## src/rtl/kmer_buffer.sv

```systemverilog
// kmer_buffer: sliding-window k-mer extractor between the fragment memory
// read stream and the hasher.
//
// Takes one BASE_LEN-bit base per in_valid/in_ready handshake into a
// KMER_LEN-deep shift register. Once the window is full, every accepted base
// produces one packed k-mer (oldest base in the MSBs) on a single registered
// output stage, tagged with the fragment position of its oldest base. The
// window is cleared at each fragment boundary (in_last, or an overrun after
// FRAG_LEN bases).
//
// Ports:
//   clk, rst                 clock, asynchronous active-high reset
//   in_valid/in_ready        base handshake from fragment memory
//   in_base, in_last         base code, final base of fragment
//   out_valid/out_ready      k-mer handshake to hasher
//   out_kmer, out_index      packed k-mer and start index within fragment
//   out_last                 final k-mer of the fragment
//   frag_short               1-cycle pulse: fragment shorter than KMER_LEN
//   frag_err                 1-cycle pulse: FRAG_LEN bases without in_last
module kmer_buffer #(
  parameter int BASE_LEN   = 2,
  parameter int KMER_LEN   = 16,
  parameter int FRAG_LEN   = 256,
  parameter int INDICE_LEN = 15
) (
  input  logic                         clk,
  input  logic                         rst,
  input  logic                         in_valid,
  output logic                         in_ready,
  input  logic [BASE_LEN-1:0]          in_base,
  input  logic                         in_last,
  output logic                         out_valid,
  input  logic                         out_ready,
  output logic [KMER_LEN*BASE_LEN-1:0] out_kmer,
  output logic [INDICE_LEN-1:0]        out_index,
  output logic                         out_last,
  output logic                         frag_short,
  output logic                         frag_err
);
  localparam int W  = KMER_LEN * BASE_LEN;
  localparam int FW = $clog2(KMER_LEN + 1);
  localparam int CW = $clog2(FRAG_LEN + 1);

  typedef enum logic [1:0] {EMPTY, FILL, FULL} state_t;

  state_t          state, state_nxt;
  logic [W-1:0]    sr, sr_shift;
  logic [FW-1:0]   fill;
  logic [CW-1:0]   base_cnt;
  logic            accept, take, forced, frag_end, win_full;

  // Single output register: a stalled k-mer blocks input, a taken one frees
  // the slot in the same cycle so a new base can load behind it.
  assign in_ready = !out_valid || out_ready;
  assign accept   = in_valid && in_ready;
  assign take     = out_valid && out_ready;
  assign sr_shift = {sr[W-BASE_LEN-1:0], in_base};

  // Base number FRAG_LEN without in_last closes the fragment on its own.
  assign forced   = !in_last && (base_cnt == CW'(FRAG_LEN - 1));
  assign frag_end = in_last || forced;

  // True when the base being accepted completes or advances a full window.
  assign win_full = (state == FULL) || (fill == FW'(KMER_LEN - 1));

  always_comb begin
    state_nxt = state;
    if (accept) begin
      if (frag_end)      state_nxt = EMPTY;
      else if (win_full) state_nxt = FULL;
      else               state_nxt = FILL;
    end
  end

  always_ff @(posedge clk or posedge rst) begin
    if (rst) state <= EMPTY;
    else     state <= state_nxt;
  end

  always_ff @(posedge clk or posedge rst) begin
    if (rst) begin
      sr         <= '0;
      fill       <= '0;
      base_cnt   <= '0;
      out_valid  <= 1'b0;
      out_kmer   <= '0;
      out_index  <= '0;
      out_last   <= 1'b0;
      frag_short <= 1'b0;
      frag_err   <= 1'b0;
    end else begin
      frag_short <= 1'b0;
      frag_err   <= 1'b0;
      if (accept) begin
        if (frag_end) begin
          sr       <= '0;
          fill     <= '0;
          base_cnt <= '0;
        end else begin
          sr       <= sr_shift;
          if (fill != FW'(KMER_LEN)) fill <= fill + 1'b1;
          base_cnt <= base_cnt + 1'b1;
        end
        frag_short <= in_last && !win_full;
        frag_err   <= forced;
      end

      // Load has priority over take so back-to-back k-mers stream at 1/clk.
      if (accept && win_full) begin
        out_valid <= 1'b1;
        out_kmer  <= sr_shift;
        out_index <= INDICE_LEN'(base_cnt) - INDICE_LEN'(KMER_LEN - 1);
        out_last  <= frag_end;
      end else if (take) begin
        out_valid <= 1'b0;
      end
    end
  end
endmodule

```

## config.mk

```make
export PLATFORM = sky130hd
export DESIGN_NAME = kmer_buffer
export DESIGN_NICKNAME = d
export VERILOG_FILES = /design/src/rtl/kmer_buffer.sv
export SDC_FILE = /design/constraint.sdc
export NUM_CORES = 1
export LEC_CHECK = 0
export CORE_ASPECT_RATIO = 0.9
export CORE_MARGIN = 4
export CORE_UTILIZATION = 55
export CTS_BUF_LIST = sky130_fd_sc_hd__clkbuf_4 sky130_fd_sc_hd__clkbuf_8
export CTS_CLUSTER_DIAMETER = 30
export CTS_CLUSTER_SIZE = 14
export DETAILED_ROUTE_END_ITERATION = 8
export PLACE_DENSITY_LB_ADDON = 0.25
export SYNTH_ARGS = -nofsm -noshare
export SYNTH_HDL_FRONTEND = slang
export SYNTH_SLANG_ARGS = --single-unit
```

## constraint.sdc

```tcl
create_clock -name clk -period 6.4 [get_ports clk]
set_clock_uncertainty 0.2 [all_clocks]
set_input_delay 1.6 -clock clk [delete_from_list [all_inputs] [get_ports clk]]
set_output_delay 1.6 -clock clk [all_outputs]
set_load 0.02 [all_outputs]
```

Yosys cells after proc, flatten, opt, wreduce, memory -nomap -nowiden
Index checks and enable logic that the tools add are counted.
{"block": "op_classes", "add_sub_neg": 3, "n_eq_ne": 4, "mux": 10, "reduce_logical": 14}
{"operator": "30-bit 2-to-1 mux", "n": 1}
{"operator": "5-bit 2-to-1 mux", "n": 2}
{"operator": "9-bit by 4-bit subtractor with 10-bit output, second input constant", "n": 1}
{"operator": "9-bit by 1-bit adder with 9-bit output, second input constant", "n": 1}
{"operator": "9-bit by 8-bit == test with 1-bit output, second input constant", "n": 1}
{"operator": "9-bit 2-to-1 mux", "n": 1}
{"operator": "5-bit by 1-bit adder with 5-bit output, second input constant", "n": 1}
{"operator": "5-bit by 4-bit == test with 1-bit output, second input constant", "n": 1}
{"operator": "1-bit logical AND", "n": 5}
{"operator": "5-bit != test, second input constant", "n": 1}
{"operator": "1-bit 2-to-1 mux", "n": 4}
{"operator": "2-bit 2-to-1 mux", "n": 2}
{"operator": "2-bit nonzero test", "n": 2}
{"operator": "1-bit logical NOT", "n": 3}
{"operator": "1-bit logical OR", "n": 3}
{"operator": "2-bit == test, second input constant", "n": 1}
{"operator": "2-bit AND reduction", "n": 1}
{"block": "totals", "ff_bits": 97, "inputBits": 7, "out_inout_bits": 52, "word_cells": 41}

Longest topological paths before layout
Gate-level depths: netlist of the first run.
{"block": "logic_depth", "ltp_word": 5, "ltp_mapped": 9, "mapped_depth_nobuf": 8}

Worst setup path after synthesis of the first run
No wires, ideal clock.
{"block": "synth_timing", "path_kind": "input port to output port", "start": "input out_ready", "end": "output in_ready", "arrival_ns": 1.897, "required_ns": 4.600, "slack_ns": 2.703, "path_stages": 2, "path_buffers": 1, "cell_sequence": "nand2b_1 buf_4"}
{"block": "synth_via", "elab_chain_cells": 1}
{"item": "start, declared", "line_no": "33", "rtl": "input logic out_ready,"}
{"item": "1-bit logical OR", "line_no": "54", "rtl": "assign in_ready = !out_valid || out_ready;"}
{"item": "end, declared", "line_no": "29", "rtl": "output logic in_ready,"}
No other way between the ends.

Final worst setup path of the first run
Same ends and word-level chain as after synthesis.

==> results.md, run 1 <==
- Initial DRC count: 140
- Share of cells above drive strength 1: 17.2%
- Crit path largest cell delay: 0.68 ns
- Post-CTS Setup Repair Bufs: 0
- Yosys warns: 0
- Critical path's slowest cell: clkdlybuf4s50_1
- Ports: ~60
- Hold Path Class: reg2reg
- Clk_lat worst skew: 0.34 ns
- Post-Synthesis Cells: 290
- Hold Crit Depth: 2
- Leakage: approximately 2.1 nW
- DRC violations left: 0
- CTS Buffer Depth: 2
- Synthesized area per cell: 13.0 um2
- ANT cells: 0
- Vias in the first global route: between 2000 and 2500
- Crit path kind: in2out
- Root buffer cell: clkbuf_8
- Area leader, netlist: dfrtp_1
- H-tree levels: 3
- Slew margin rel.: between 50% and 60%
- Worst slew pin tran: 0.740 ns
- Most frequent cell on the critical path: clkdlybuf4s50_1
- Sink Count: 92
- TNS Setup: 0 ns
- Drt pass-1 iters: 4
- Detailed-route wire length per cell: 15.4 um
- Pwr/cell area: about 230 mW/mm2
- Row count: 28
- GRT Residual Overflow: 0
- Worst setup SP type: input port
- Antenna violations before repair: 0
- Largest net degree at the start of global routing: 53
- Endpoints failing setup: 0
- Main synth FF type: dfrtp_1
- Worst-path clk slew: 0.09 ns
- Max IR drop VDD: around 210 uV
- Placement Cell Area: 0.00435 mm2
- Crit path buffers/inverters: 2
- Overall Global Routing Usage: 18.0%
- Routed Antenna Nets: 0
- Buffers on Ports: 58
- Die Wd: roughly 95 um
- PostCTS Resize Cnt: 0
- Top cells by area, synth: dfrtp_1, mux2_2, a22o_1
- Area delta synth->final: 19.8%
- R2R cell count: 8
- Vias: around 2400
- Max capacitance violation total: 0
- Initial core utilization: 57.1%
- Core box area: 0.00662 mm2
- Setup ws final: between 1.5 and 2 ns
- Crit path max-delay family: buffers and inverters
- Drt total wl: roughly 6.7 mm
- # hold bufs at CTS: 0
- Cell area after synthesis: 0.00378 mm2
- Asr flop ratio synth: 100%
- RSZ-0062 raised after global routing: false
- DPL Wire Length: 4.44 mm
- Number of synthesized flops with an enable pin: 0
- Worst Path Arrival: 3.07 ns
- Post-route cell area: 0.00453 mm2
- Number of synthesized register bits: 92
- Critical-path cell list: clkdlybuf4s50_1 > nand2b_1 > clkdlybuf4s50_1
- CTS tree: yes
- CP max FO: 7
- Seq/Total Area, Yosys: 60.9%
- Die height: between 80 and 90 um
- Die ar.: 0.00827 mm2
- Critical Path End Type: output port
- First-pass GRT wire length: 11.4 mm
- Final hold vios: 0
- Final period utilization: 76.2%
- Post-synth cell types: between 40 and 50
- Status: completed
- Final count of pins violating max slew: 0
- Worst endpoint required time: 4.60 ns
- Post-place setup slack: 1.54 ns
- CTS buffer count: 9
- Shortest period the worst path allows: 4.87 ns
- Via density per instance: around 5.5
- Top cell type's share of synthesized area: 60.9%
- Placer Congestion: between 0.7 and 0.8
- WP depth: 3
- NumNets Final: 351
- Syn_nets: 302
- Maximum clock frequency: 0.205 GHz
state kept, by name (all words and copies together) (netlist names):
name	cells
sr	30
frag_short	1
base_cnt	9
out_valid	1
out_kmer	32
frag_err	1
fill	5
out_index	10
state	2
out_last	1
Yosys cell counts (2+ instances only):
library cell,instances
o21ai_1,2
a21oi_1,4
mux2_2,31
o21ai_0,19
o31ai_1,3
mux2_1,2
nand2_1,21
buf_4,7
o211ai_1,2
a22o_1,33
xnor2_1,5
and3_1,4
buf_2,10
ha_1,5
clkbuf_1,3
buf_6,3
dfrtp_1,92
nand2b_1,2
nand3_1,6
nor4b_1,2
nor2_1,6
inv_1,6
placed cells by master, fill, tap and decap left out, types with 4 or more instances in the layout:
cell	n
nand3_1	6
o21ai_0	19
nand2_1	21
dfrtp_1	92
xnor2_1	5
ha_1	5
nor2_1	6
and3_1	4
clkbuf_8	10
mux2_2	31
clkdlybuf4s50_1	58
a22o_1	33
inv_1	5
a21oi_1	4
worst register-to-register path: cells and delay by family, from the launching register on:
kind | cells | cell delay, ns
adder cells (fa/ha/maj) | 2 | 0.49
flip-flops | 1 | 0.44
AND/OR/NAND/NOR | 4 | 1.31
AO/OA/AOI/OAI | 1 | 0.18
buffers and inverters | 1 | 0.35
stage by stage:
| step | hold slack (ns) | total power, mW | utilization (%) | cells |
|---|---|---|---|---|
| after global placement | 0.259 | 0.684 | 65.7 | 418 |
| after floorplan | 0.269 | 0.664 | - | 290 |
| final | 0.294 | 1.03 | 68.5 | 434 |
| after CTS | 0.302 | 1.04 | 68.5 | 434 |
| after detailed placement | 0.272 | 0.688 | 65.7 | 418 |
| after global routing | 0.313 | 1.08 | 68.5 | 434 |
logic make-up after synthesis:
kind of cell	share of synthesized area, %
compound gates	13.3
xor+xnor	1.39
fa+ha+maj	1.65
buf+inv	4.50
flops	60.9
mux	9.82
simple gates	8.47
power by group:
group	total, mW	internal [mW]	leakage (nW)	switching [mW]
clock network	0.353	0.157	0.0854	0.196
logic	0.0670	0.0265	0.778	0.0404
registers	0.608	0.594	1.27	0.0140
total	1.03	0.777	2.14	0.250
layer usage:
metal / track usage (%) / share of wire, %
met5: 0 / 0
met4: 3.88 / 0.37
met3: 7.12 / 6.7
met2: 27.2 / 47
met1: 24.8 / 46
area by class of cell:
cell class                 instances  area, um2
clock buffer                      11        145
clock inverter                     5       36.3
fill                             484       2090
sequential                        92       2300
inverter                           6       23.8
multi-input combinational        169       1310
timing repair buffer              61        603
tap                               90        113
final timing paths:
check                                     endpoint  slack [ns]                     from
max in group asynchronous      fill[1]$_DFFE_PP0P_        3.45                      rst
hold reg to reg               out_last$_DFFE_PP0P_        0.29     out_last$_DFFE_PP0P_
hold / removal                out_last$_DFFE_PP0P_        0.29     out_last$_DFFE_PP0P_
setup / recovery                          in_ready        1.53                out_ready
setup reg to reg                sr[19]$_DFFE_PP0P_        3.37  base_cnt[0]$_DFFE_PP0P_
min in group asynchronous  out_kmer[4]$_DFFE_PP0P_        1.49                      rst
Note: power is estimated with default switching activity, not from simulation.
==> run 2: changes to the inputs <==
--- a/config.mk
+++ b/config.mk
@@ -7,7 +7,7 @@
 export LEC_CHECK = 0
 export CORE_ASPECT_RATIO = 0.9
 export CORE_MARGIN = 4
-export CORE_UTILIZATION = 55
+export CORE_UTILIZATION = 50
 export CTS_BUF_LIST = sky130_fd_sc_hd__clkbuf_4 sky130_fd_sc_hd__clkbuf_8
 export CTS_CLUSTER_DIAMETER = 30
 export CTS_CLUSTER_SIZE = 14
==> constraint.sdc (replaced) <==
create_clock -name clk -period 4.45 [get_ports clk]
set_clock_uncertainty 0.2 [all_clocks]
set_input_delay 1.1125 -clock clk [delete_from_list [all_inputs] [get_ports clk]]
set_output_delay 1.1125 -clock clk [all_outputs]
set_load 0.02 [all_outputs]
==> run 2 against run 1 <==
Compared with the run above: sequential cell count did not move; sequential power up 44%; wire length grew 2.3%; first-iteration DRC count is 46% lower; utilization fell by 4.7 points; global-route usage is 1.8 points lower; largest cell class unchanged.
==> results.md, run 2 (same netlist as run 1, synthesis figures left out) <==
- Register area: 0.00230 mm2 (unchanged)
- Pwr/cell area: 347 mW/mm2 (was 227 mW/mm2)
- Buffers on Ports: 58 (unchanged)
- Post-CTS Setup Repair Bufs: 0 (unchanged)
- Multi-input gate area: 0.00131 mm2 (unchanged)
- Worst-path clk slew: 0.09 ns (about the same)
- CTS tree: yes (unchanged)
- RSZ-0062 raised after global routing: false (unchanged)
- Via density per instance: 5.50 (was 5.48)
- Largest net degree at the start of global routing: 93 (was 53)
- Max capacitance violation total: 0 (unchanged)
- Row count: 29 (was 28)
- Final hold vios: 0 (unchanged)
- First-pass GRT wire length: 11.9 mm (was 11.4 mm)
- DRC violations left: 0 (unchanged)
- NumNets Final: 352 (was 351)
- Share of cells above drive strength 1: 17.4% (was 17.2%)
- Largest register FFs: 32 (unchanged)
- Max IR drop VDD: 217 uV (was 208 uV)
- Drt total wl: 6.86 mm (was 6.71 mm)
- Overall Global Routing Usage: 16.2% (was 18.0%)
- Final count of pins violating max slew: 0 (unchanged)
- Placement Cell Area: 0.00438 mm2 (was 0.00435 mm2)
- Ports: 59 (unchanged)
- Area delta synth->final: 21.8% (was 19.8%)
- GRT Residual Overflow: 0 (unchanged)
- Endpoints failing setup: 0 (unchanged)
- Placed cells: 422 (was 418)
- PostCTS Resize Cnt: 0 (unchanged)
- # hold bufs at CTS: 0 (unchanged)
- CTS Buffer Depth: 2 (unchanged)
- Finished Layout Cells: 438 (was 434)
- Routed Antenna Nets: 0 (unchanged)
- Root buffer cell: clkbuf_8 (unchanged)
- Worst slew pin tran: 0.909 ns (was 0.740 ns)
- Most flop-heavy register: out_kmer (unchanged)
- Initial core utilization: 52.4% (was 57.1%)
- Commonest non-fill, non-tap cell in the layout: dfrtp_1 (unchanged)
- Final total power: 1.60 mW (was 1.03 mW)
- Crit path kind: in2out (unchanged)
- Sink Count: 92 (unchanged)
- Setup ws final: 0.696 ns (was 1.53 ns)
- Maximum clock frequency: 0.266 GHz
- Core box area: 0.00722 mm2 (was 0.00662 mm2)
- Worst setup SP type: input port (unchanged)
- Post-place setup slack: 0.698 ns (was 1.54 ns)
- Final period utilization: 84.4%
- Die ar.: 0.00902 mm2 (was 0.00827 mm2)
- Vias: 2411 (was 2380)
- H-tree levels: 3 (unchanged)
- Worst Path Arrival: 2.44 ns (was 3.07 ns)
- Initial DRC count: 75 (was 140)
- Hold Path Class: reg2reg (unchanged)
- Most frequent cells in the layout: dfrtp_1, clkdlybuf4s50_1, a22o_1 (unchanged)
- Leakage: 2.17 nW (was 2.14 nW)
- Worst endpoint required time: 3.14 ns (was 4.60 ns)
- Die height: 90.5 um (was 86.7 um)
- Largest regs: out_kmer: 32 flops, sr: 30 flops, out_index: 10 flops (unchanged)
- ANT cells: 0 (unchanged)
- Detailed-route wire length per cell: 15.7 um (was 15.4 um)
- Filler cell count: 597 (was 484)
- Vias in the first global route: 2418 (was 2315)
- CTS buffer count: 9 (unchanged)
- DPL Wire Length: 4.36 mm (was 4.44 mm)
- Placer Congestion: 0.803 (was 0.720)
- Antenna violations before repair: 0 (unchanged)
- Post-route cell area: 0.00461 mm2 (was 0.00453 mm2)
- Shortest period the worst path allows: 3.75 ns
- CP max FO: 7 (unchanged)
- Status: completed (unchanged)
- Die Wd: 99.7 um (was 95.4 um)
- Drt pass-1 iters: 4 (unchanged)
- Clk_lat worst skew: 0.35 ns (was 0.34 ns)
- Slew margin rel.: 39.1% (was 50.6%)
- Critical Path End Type: output port (unchanged)
- TNS Setup: 0 ns (unchanged)
-- run 2: changes by cell type in the layout (fill, tap and decap cells not counted), sizes merged --
cell      delta
inv          +1
buf          +1
clkinvlp     -2
clkbuf       -1
bufinv       +2
-- run 2: through the flow --
stage	utilization, %	hold slack, ns
after floorplan	-	0.269
after global placement	60.6	0.264
after detailed placement	60.6	0.271
after CTS	63.8	0.292
after global routing	63.8	0.316
final	63.8	0.281
-- run 2: path summary, 6_finish.rpt --
check | from | depth (start not counted) | slack (ns) | end
max | out_ready | 4 | 0.70 | in_ready
min | out_last$_DFFE_PP0P_ | 2 | 0.28 | out_last$_DFFE_PP0P_
max reg2reg | fill[0]$_DFFE_PP0P_ | 6 | 1.43 | out_kmer[3]$_DFFE_PP0P_
min reg2reg | out_last$_DFFE_PP0P_ | 2 | 0.28 | out_last$_DFFE_PP0P_
max in group asynchronous | rst | 3 | 2.69 | base_cnt[8]$_DFFE_PP0P_
min in group asynchronous | rst | 3 | 0.94 | fill[4]$_DFFE_PP0P_
-- run 2: critical path, stage by stage --
cell and delay [ns]:
clkdlybuf4s50_1 0.45, nand2b_1 0.09, buf_4 0.17, clkdlybuf4s50_1 0.62
-- run 2: layout make-up --
cell class | count | area share (%)
Multi-Input combinational cell | 169 | 28.4
Timing Repair Buffer | 62 | 13.5
Clock inverter | 6 | 2.04
Clock buffer | 10 | 2.99
Inverter | 6 | 0.516
Tap cell | 93 | 2.53
Sequential cell | 92 | 50.0
-- run 2: power by group --
group	leakage, nW	switching, mW	internal [mW]
clock	0.113	0.292	0.337
sequential	1.27	0.0201	0.854
combinational	0.787	0.0580	0.0394
-- run 2: metal layers --
metal / up-vias / wire [um] / track usage [%]
li1: 1136 / - / -
met2: 59 / 3190 / 24.3
met5: - / 0 / 0
met1: 1210 / 3230 / 22.5
met4: 0 / 49 / 3.98
met3: 6 / 386 / 5.79
==> run 3: changes to the inputs <==
--- a/config.mk
+++ b/config.mk
@@ -7,7 +7,7 @@
 export LEC_CHECK = 0
 export CORE_ASPECT_RATIO = 0.9
 export CORE_MARGIN = 4
-export CORE_UTILIZATION = 50
+export CORE_UTILIZATION = 55
 export CTS_BUF_LIST = sky130_fd_sc_hd__clkbuf_4 sky130_fd_sc_hd__clkbuf_8
 export CTS_CLUSTER_DIAMETER = 30
 export CTS_CLUSTER_SIZE = 14
==> constraint.sdc (replaced) <==
create_clock -name clk -period 3.5 [get_ports clk]
set_clock_uncertainty 0.2 [all_clocks]
set_input_delay 0.875 -clock clk [delete_from_list [all_inputs] [get_ports clk]]
set_output_delay 0.875 -clock clk [all_outputs]
set_load 0.02 [all_outputs]
==> run 3 against run 2 <==
Compared with the run above: worst hold slack improved by 0.0052 ns; non-clock buffer count rose by 3; total power rose by 22%; first-iteration DRC count rose by 71%; wire length rose by 2.0%; cell count fell by 0.23%; via count rose by 0.29%; sequential share of layout area rose by 0.16 points; setup slack got worse by 0.34 ns; utilization rose by 5.5 points; sequential cell count did not move; critical path type unchanged.
==> results.md, run 3 (same netlist as run 1, synthesis figures left out) <==
- Status: completed (unchanged)
- DPL Wire Length: 4.65 mm (was 4.36 mm)
- Hold Path Origin: out_last$_DFFE_PP0P_ (unchanged)
- Largest net degree at the start of global routing: 93 (unchanged)
- GRT Residual Overflow: 0 (unchanged)
- Hold Crit Depth: 2 (unchanged)
- Placer Congestion: 0.810 (was 0.803)
- Crit path kind: in2out (unchanged)
- Die Wd: 95.4 um (was 99.7 um)
- Clk_lat worst skew: 0.36 ns (was 0.35 ns)
- CTS buffer count: 9 (unchanged)
- Endpoints failing setup: 0 (unchanged)
- Final count of pins violating max slew: 0 (unchanged)
- Worst slew pin tran: 0.710 ns (was 0.909 ns)
- Core box area: 0.00662 mm2 (was 0.00722 mm2)
- Reg-to-Reg End: out_kmer[26]$_DFFE_PP0P_ (was out_kmer[3]$_DFFE_PP0P_)
- Share of cells above drive strength 1: 17.9% (was 17.4%)
- Vias in the first global route: 2406 (was 2418)
- Final hold vios: 0 (unchanged)
- Final period utilization: 89.8%
- Flop-to-flop setup slack: 0.74 ns (was 1.43 ns)
- PostCTS Resize Cnt: 0 (unchanged)
- Routed Antenna Nets: 0 (unchanged)
- Critical Path End Type: output port (unchanged)
- Overall Global Routing Usage: 18.4% (was 16.2%)
- Hold EP: out_last$_DFFE_PP0P_ (unchanged)
- Worst-path clk slew: 0.09 ns (about the same)
- Ports: 59 (unchanged)
- Initial core utilization: 57.1% (was 52.4%)
- Drt pass-1 iters: 4 (unchanged)
- Commonest non-fill, non-tap cell in the layout: dfrtp_1 (unchanged)
- Hold Path Class: reg2reg (unchanged)
- Worst Path Arrival: 2.07 ns (was 2.44 ns)
- Via density per instance: 5.53 (was 5.50)
- CTS Buffer Depth: 2 (unchanged)
- Initial DRC count: 128 (was 75)
- Leakage: 2.17 nW (about the same)
- Sink Count: 92 (unchanged)
- Vias: 2418 (was 2411)
- TNS Setup: 0 ns (unchanged)
- Worst setup SP type: input port (unchanged)
- Maximum clock frequency: approximately 0.32 GHz
- Crit Reg-Reg Startpoint: fill[0]$_DFFE_PP0P_ (unchanged)
- Most frequent cells in the layout: dfrtp_1, clkdlybuf4s50_1, a22o_1 (unchanged)
- CP max FO: 2 (was 7)
- Max IR drop VDD: 218 uV (was 217 uV)
- Largest register FFs: 32 (unchanged)
- Most flop-heavy register: out_kmer (unchanged)
- Worst endpoint required time: 2.42 ns (was 3.14 ns)
- R2R cell count: 6 (unchanged)
- Drt total wl: 7.00 mm (was 6.86 mm)
- RSZ-0062 raised after global routing: false (unchanged)
- CTS tree: yes (unchanged)
- DRC violations left: 0 (unchanged)
- # hold bufs at CTS: 0 (unchanged)
- Max capacitance violation total: 0 (unchanged)
- Root buffer cell: clkbuf_8 (unchanged)
- Antenna violations before repair: 0 (unchanged)
- Die height: 86.7 um (was 90.5 um)
- Pwr/cell area: 425 mW/mm2 (was 347 mW/mm2)
- First-pass GRT wire length: 11.6 mm (was 11.9 mm)
- H-tree levels: 3 (unchanged)
- Area delta synth->final: 21.4% (was 21.8%)
- ANT cells: 0 (unchanged)
- Buffers on Ports: 58 (unchanged)
- Row count: 28 (was 29)
- Shortest period the worst path allows: 3.14 ns
- Final total power: 1.95 mW (was 1.60 mW)
- Detailed-route wire length per cell: 16.0 um (was 15.7 um)
- Slew margin rel.: 52.4% (was 39.1%)
- Die ar.: 0.00827 mm2 (was 0.00902 mm2)
- NumNets Final: 355 (was 352)
- Largest regs: out_kmer: 32 flops, sr: 30 flops, out_index: 10 flops (unchanged)
- Post-CTS Setup Repair Bufs: 0 (unchanged)
[run 3: changes by cell type in the layout (fill, tap and decap cells not counted)]
cell and delta:
inv_6 -1, buf_4 +3, clkinv_2 +1, bufinv_16 -1
[run 3: area by class of cell]
cell class / instances / area [um2]
clock buffer: 10 / 138
clock inverter: 5 / 60.1
fill: 465 / 2030
inverter: 6 / 23.8
multi-input combinational: 169 / 1310
sequential: 92 / 2300
tap: 90 / 113
timing repair buffer: 65 / 646
[run 3: routing by layer]
layer | global-route usage (%) | part of all wire [%] | vias up
li1 | - | - | 1134
met2 | 28.8 | 46 | 62
met4 | 8.53 | 1.8 | 0
met3 | 4.34 | 5.6 | 11
met1 | 24.4 | 47 | 1211
met5 | 0 | 0 | -
[run 3: worst max path at each step]
stage / from / to / slack [ns] / cells after the start
after CTS: out_ready / in_ready / 0.35 / 3
final: out_ready / in_ready / 0.36 / 3
after global routing: out_ready / in_ready / 0.33 / 3
after global placement: out_ready / in_ready / 0.37 / 3
after floorplan: rst / base_cnt[0]$_DFFE_PP0P_ / 0.03 / 1
after detailed placement: out_ready / in_ready / 0.36 / 3
[run 3: metrics by stage]
| stage | instances | hold WS [ns] | util [%] | worst slack [ns] | instance area, um2 |
|---|---|---|---|---|---|
| after global placement | 422 | 0.260 | 66.4 | 0.371 | 4390 |
| after CTS | 437 | 0.291 | 69.4 | 0.349 | 4590 |
| after global routing | 437 | 0.311 | 69.4 | 0.330 | 4590 |
| final | 437 | 0.286 | 69.4 | 0.358 | 4590 |
| after detailed placement | 422 | 0.271 | 66.4 | 0.358 | 4390 |
| after floorplan | 290 | 0.269 | - | 0.0330 | 3780 |
[run 3: power by group]
| group | total (mW) | internal, mW | switching [mW] |
|---|---|---|---|
| Clock | 0.716 | 0.348 | 0.367 |
| Combinational | 0.124 | 0.0508 | 0.0735 |
| Sequential | 1.11 | 1.09 | 0.0262 |
[run 3: critical path, cell delays in order]
cell and delay (ns):
clkdlybuf4s50_1 0.44, nand2b_1 0.12, clkdlybuf4s50_1 0.63
